**src/rtl/rv_pkg.sv**
```systemverilog
// Shared RISC-V constants and types for the memory stage.
package rv_pkg;

  localparam logic [6:0] OP_LOAD  = 7'b0000011;
  localparam logic [6:0] OP_STORE = 7'b0100011;

  localparam logic [2:0] F3_B  = 3'b000;
  localparam logic [2:0] F3_H  = 3'b001;
  localparam logic [2:0] F3_W  = 3'b010;
  localparam logic [2:0] F3_BU = 3'b100;
  localparam logic [2:0] F3_HU = 3'b101;

  localparam logic [31:0] BUBBLE_INSN_DFLT = 32'd0;

  typedef enum logic {
    IDLE      = 1'b0,
    WAIT_RESP = 1'b1
  } mem_state_t;

endpackage

```
**src/rtl/ls_align.sv**
```systemverilog
// Byte-lane steering for loads and stores: byte enables, store data replication,
// load extraction/extension and misalignment / illegal-funct3 detection.
module ls_align
  import rv_pkg::*;
(
  input  logic        is_store,
  input  logic [2:0]  funct3,
  input  logic [1:0]  addr_lo,
  input  logic [31:0] rs2,
  input  logic [31:0] rdata,
  output logic [3:0]  be,
  output logic [31:0] wdata,
  output logic [31:0] ld_data,
  output logic        fault
);

  logic [7:0]  byte_lane;
  logic [15:0] half_lane;

  always_comb begin
    byte_lane = rdata[7:0];
    case (addr_lo)
      2'd1:    byte_lane = rdata[15:8];
      2'd2:    byte_lane = rdata[23:16];
      2'd3:    byte_lane = rdata[31:24];
      default: byte_lane = rdata[7:0];
    endcase
  end

  assign half_lane = addr_lo[1] ? rdata[31:16] : rdata[15:0];

  always_comb begin
    be      = 4'b1111;
    wdata   = rs2;
    ld_data = rdata;
    fault   = 1'b0;
    if (is_store) begin
      case (funct3)
        F3_B: begin
          be    = 4'b0001 << addr_lo;
          wdata = {4{rs2[7:0]}};
        end
        F3_H: begin
          be    = 4'b0011 << {addr_lo[1], 1'b0};
          wdata = {2{rs2[15:0]}};
          fault = addr_lo[0];
        end
        F3_W:    fault = |addr_lo;
        default: fault = 1'b1;
      endcase
    end else begin
      case (funct3)
        F3_B:  ld_data = {{24{byte_lane[7]}}, byte_lane};
        F3_BU: ld_data = {24'd0, byte_lane};
        F3_H: begin
          ld_data = {{16{half_lane[15]}}, half_lane};
          fault   = addr_lo[0];
        end
        F3_HU: begin
          ld_data = {16'd0, half_lane};
          fault   = addr_lo[0];
        end
        F3_W:    fault = |addr_lo;
        default: fault = 1'b1;
      endcase
    end
  end

endmodule

```
**src/rtl/mem_stage.sv**
```systemverilog
// Pipeline memory stage: issues loads/stores over a valid/ready request and
// valid response handshake, stalls upstream while busy, and fills the M/W latch.
//
// state     | meaning
// IDLE      | no access outstanding; request driven combinationally for memory ops
// WAIT_RESP | load accepted, waiting for dmem_resp_valid
module mem_stage
  import rv_pkg::*;
#(
  parameter logic [31:0] BUBBLE_INSN = BUBBLE_INSN_DFLT
) (
  input  logic        clock,
  input  logic        reset,
  input  logic [31:0] i_insn,
  input  logic [31:0] i_ALU_O,
  input  logic [31:0] i_regfile_B,
  output logic        o_stall,
  output logic        dmem_req_valid,
  input  logic        dmem_req_ready,
  output logic        dmem_req_we,
  output logic [31:0] dmem_req_addr,
  output logic [31:0] dmem_req_wdata,
  output logic [3:0]  dmem_req_be,
  input  logic        dmem_resp_valid,
  input  logic [31:0] dmem_resp_rdata,
  output logic [31:0] o_insn,
  output logic [31:0] o_ALU_O,
  output logic [31:0] o_mem_data,
  output logic        o_mem_fault
);

  mem_state_t  state_q, state_d;
  logic [31:0] insn_q, insn_d;
  logic [31:0] alu_q, alu_d;
  logic [31:0] data_q, data_d;
  logic        fault_q, fault_d;

  logic        is_load, is_store, is_mem, align_fault;
  logic [31:0] ld_data;
  logic        req_valid_c, stall_c;

  assign is_load  = (i_insn[6:0] == OP_LOAD);
  assign is_store = (i_insn[6:0] == OP_STORE);
  assign is_mem   = is_load | is_store;

  ls_align u_ls_align (
    .is_store (is_store),
    .funct3   (i_insn[14:12]),
    .addr_lo  (i_ALU_O[1:0]),
    .rs2      (i_regfile_B),
    .rdata    (dmem_resp_rdata),
    .be       (dmem_req_be),
    .wdata    (dmem_req_wdata),
    .ld_data  (ld_data),
    .fault    (align_fault)
  );

  always_comb begin
    state_d     = state_q;
    insn_d      = BUBBLE_INSN;
    alu_d       = alu_q;
    data_d      = data_q;
    fault_d     = 1'b0;
    req_valid_c = 1'b0;
    stall_c     = 1'b0;
    case (state_q)
      IDLE: begin
        if (!is_mem) begin
          insn_d = i_insn;
          alu_d  = i_ALU_O;
          data_d = 32'd0;
        end else if (align_fault) begin
          fault_d = 1'b1;
        end else begin
          req_valid_c = 1'b1;
          if (is_store) begin
            stall_c = !dmem_req_ready;
            if (dmem_req_ready) begin
              insn_d = i_insn;
              alu_d  = i_ALU_O;
              data_d = 32'd0;
            end
          end else begin
            stall_c = 1'b1;
            if (dmem_req_ready) state_d = WAIT_RESP;
          end
        end
      end
      WAIT_RESP: begin
        stall_c = !dmem_resp_valid;
        if (dmem_resp_valid) begin
          insn_d  = i_insn;
          alu_d   = i_ALU_O;
          data_d  = ld_data;
          state_d = IDLE;
        end
      end
      default: state_d = IDLE;
    endcase
  end

  // M/W boundary updates on the falling edge of the pipeline clock
  always_ff @(negedge clock or negedge reset) begin
    if (!reset) begin
      state_q <= IDLE;
      insn_q  <= BUBBLE_INSN;
      alu_q   <= 32'd0;
      data_q  <= 32'd0;
      fault_q <= 1'b0;
    end else begin
      state_q <= state_d;
      insn_q  <= insn_d;
      alu_q   <= alu_d;
      data_q  <= data_d;
      fault_q <= fault_d;
    end
  end

  assign dmem_req_valid = req_valid_c & reset;
  assign o_stall        = stall_c & reset;
  assign dmem_req_we    = is_store;
  assign dmem_req_addr  = {i_ALU_O[31:2], 2'b00};
  assign o_insn         = insn_q;
  assign o_ALU_O        = alu_q;
  assign o_mem_data     = data_q;
  assign o_mem_fault    = fault_q;

endmodule

```
**config.mk**
```make
export PLATFORM = sky130hd
export DESIGN_NAME = mem_stage
export DESIGN_NICKNAME = d
export VERILOG_FILES = /design/src/rtl/rv_pkg.sv /design/src/rtl/ls_align.sv /design/src/rtl/mem_stage.sv
export SDC_FILE = /design/constraint.sdc
export NUM_CORES = 1
export LEC_CHECK = 0
export CAP_MARGIN = 20
export CORE_AREA = 2 2 115 117
export CTS_BUF_LIST = sky130_fd_sc_hd__clkbuf_8
export DETAILED_ROUTE_END_ITERATION = 8
export DIE_AREA = 0 0 117 119
export PLACE_DENSITY = 0.93
export REMOVE_ABC_BUFFERS = 1
export SYNTH_ARGS = -nofsm -noshare
export SYNTH_HDL_FRONTEND = slang
export SYNTH_SLANG_ARGS = --single-unit
```
**constraint.sdc**
```tcl
create_clock -name clock -period 5.53 [get_ports clock]
set_input_delay 1.659 -clock clock [delete_from_list [all_inputs] [get_ports clock]]
set_output_delay 1.659 -clock clock [all_outputs]
set_load 0.02 [all_outputs]
```
==> flow_summary.yaml <==
hold_path:
  min_to: "o_mem_data[19]$_DFFE_NN0P_"
  min_from: "o_mem_data[19]$_DFFE_NN0P_"
  min_path_type: "reg2reg"
  whs_path_depth: 1
sta:
  whs_ns: 0.442
  setup_violations: 92
  fin_ws_ns: -0.397
  maxSlewHeadroom_pct: 53.4
  hold_viol: 0
  worstMarginPinSlew_ns: 0.697
  maxSlewViolCount: 0
  rsz0062_at_grt: "yes"
  skew_ns: 0.00828
floorplan:
  ios: 300
  fp-row-count: 42
  die_area_sq_mm: 0.0139
  die_y_um: 119
  die_w_um: 117
  start_util_pct: 38.1
  core-area_sq_mm: 0.0129
placed_design:
  port_buffers: 297
  routabilityCongestion: 0.893
  place_hpwl_mm: 13.3
  pre_cts_ws_ns: -0.899
yosys:
  yosysUniqueCellTypes: 41
  synth_largest_area_cell: "dfrtn_1"
  synth.area.top_cells: "dfrtn_1 (50%), mux2_2 (15%), buf_4 (6.7%), o2bb2ai_1 (4.8%), and2_1 (4.2%)"
  ys_seq_area_share_pct: 49.9
  ys_async_sr_fraction_pct: 100
  synth_area_sq_mm: 0.00491
  synthCells: 412
  yosys-top-cells-count: "dfrtn_1 (98), mux2_2 (67), buf_4 (44)"
  synth_edf_count: 0
  netlist.area_leader.share_pct: 49.9
  ys_ff_latch: 98
  yosysMostFrequentCell: "dfrtn_1"
  yosys_warnings: 0
  ys.flop_type: "dfrtn_1"
  syn_avg_cell_area_sq_um: 11.9
clock_network:
  cts_root_buf: "clkbuf_8"
  cts_buffers: 9
  clock-sinks: 98
  clockBufferDepth: 2
  cts_max_level: 3
  clk_latency_ns: 0.35
  hold_buffers: 0
  path_clk_slew_ns: 0.06
  cts_tree: "done"
global_routing:
  grt_overflow_total: 0
  grt_antenna_before_repair: 1
  grt_pass1_vias: 4933
  grt_max_degree: 43
  grt_pass1_wl_mm: 28.3
  grt_util_all_layers_pct: 26.8
flow_run:
  max_cap_viol_count: 0
worst_setup_path:
  r2r_start: "state_q$_DFF_NN0_"
  r2r-end: "o_insn[23]$_DFF_NN0_"
  rrSetupSlack_ns: 3.57
  critical_path_arrival_ns: 3.36
  slowest_delay_ns: 0.32
  cp_num_buf_inv: 7
  critical-path-top-delay-family: "buffers and inverters"
  crit_required_ns: 2.96
  rr_worst_depth: 10
  end_kind: "flip-flop"
  crit_chain: "clkbuf_2, and4bb_2, nand2_2, buf_4, buf_6, buf_6, o21a_4, buf_12, buf_16, buf_4, and2_1"
  slowest_stage: "and4bb_2"
  cp-start-kind: "input pin"
  critPathMaxFanout: 5
  path_class: "in2reg"
route:
  drt-vias-per-instance: 5.05
  drt_first_pass_iters: 4
  ant_nets: 0
  drtIter0Drc: 217
  routed_wl_mm: 19.3
  via_count: 4680
  drc: 0
  wl_per_cell_um: 20.8
power_and_ir_drop:
  ir_worst_vdd_v: 0.000180
  power.density_mw_per_mm2: 190
  power.leakage_uw: 0.00402
status:
  failed_checks: "setup timing"
  status: "complete, but fails checks"
final_layout:
  area_growth_pct: 86.9
  nFillCells: 866
  nNetsFinal: 878
  drive_gt1_share_pct: 39.9
[power breakdown]
| part | switching [uW] | internal [uW] | total, uW |
|---|---|---|---|
| Sequential | 10.9 | 748 | 759 |
| Combinational | 197 | 225 | 422 |
| Clock | 250 | 310 | 560 |
| Total | 458 | 1280 | 1740 |
[per-layer routing]
layer / GRT usage (%) / vias to the layer above / wire length (um) / part of all wire [%]
met4: 6.54 / 0 / 364 / 1.9
met5: 0 / - / 0 / 0
li1: - / 2103 / - / -
met3: 5.45 / 29 / 936 / 4.9
met1: 35.1 / 2371 / 7940 / 41
met2: 45.2 / 177 / 10000 / 52
[worst max-delay path by stage]
stage	from	endpoint	cells past startpoint
global route	state_q$_DFF_NN0_	o_stall	6
finish	i_insn[2]	o_insn[23]$_DFF_NN0_	11
global placement	i_ALU_O[1]	o_mem_data[19]$_DFFE_NN0P_	6
detailed placement	i_ALU_O[1]	o_mem_data[16]$_DFFE_NN0P_	6
floorplan	i_insn[3]	o_mem_data[0]$_DFFE_NN0P_	4
CTS	state_q$_DFF_NN0_	o_stall	6
[cells by family (layout without fill, tap and decap cells)]
family / count (synthesis) / count (layout) / share of synthesized area [%]
flops: 98 / 98 / 49.9
mux: 77 / 77 / 18.5
simple gates: 101 / 101 / 11.2
compound gates: 69 / 70 / 11.0
other cells: 1 / 3 / 0.0764
buf+inv: 66 / 402 / 9.25
[state kept, by name (all words and copies together), names as in the netlist]
name	flops
o_ALU_O	32
o_insn	32
o_mem_data	32
o_mem_fault	1
state_q	1
[metrics by stage]
| step | TNS, ns | cell area, sq um | power [uW] | instances | util (%) |
|---|---|---|---|---|---|
| 2_1_floorplan | -40.03 | 4470 | 889 | 349 | - |
| 3_3_place_gp | -70.26 | 8070 | 1170 | 872 | 62.7 |
| 3_5_place_dp | -75.54 | 8070 | 1180 | 872 | 62.7 |
| 4_1_cts | -12.14 | 8940 | 1740 | 915 | 69.4 |
| 5_1_grt | -27.41 | 9180 | 1800 | 927 | 71.3 |
| 6_report | -23.17 | 9180 | 1740 | 927 | 71.3 |
[worst reg2reg max path: cells and delay by family (launching register included)]
kind	cells	cell delay, ns
DFF	1	0.37
buffers and inverters	6	0.79
AOI/OAI and AO/OA	1	0.26
and+or+nand+nor	3	0.38
[area by class of cell]
type	count	area, sq um	share of cell area, %
Sequential cell	98	2450	26.7
Tap cell	176	220	2.40
Timing Repair Buffer	385	3880	42.2
Clock buffer	10	138	1.50
Multi-Input combinational cell	250	2380	25.9
Clock inverter	5	103	1.12
Inverter	2	7.51	0.0818
Antenna cell	1	2.50	0.0273
[placed cells by master (no fill, tap or decap), types with 6 or more instances in the layout]
master / n
o21ai_0: 10
mux2_2: 66
buf_16: 7
buf_6: 21
nand2_1: 19
dlygate4sd2_1: 25
clkbuf_2: 21
clkdlybuf4s15_1: 28
clkbuf_8: 10
and3_1: 8
nor2_1: 14
buf_2: 14
dfrtn_1: 98
clkdlybuf4s15_2: 26
o2bb2ai_2: 22
buf_12: 10
buf_4: 47
clkdlybuf4s50_1: 179
a221o_1: 6
a21oi_1: 9
and2_1: 30
[repair_timing]
action | 4_1_cts | 5_1_grt
buffers inserted | 19 | 8
gates resized for setup | 314 | 85
hold endpoints to repair | 0 | 0
setup endpoints to repair | 218 | 126
gates cloned | 10 | 4
pin swaps | 14 | 10
(Power assumes the default switching activity.)
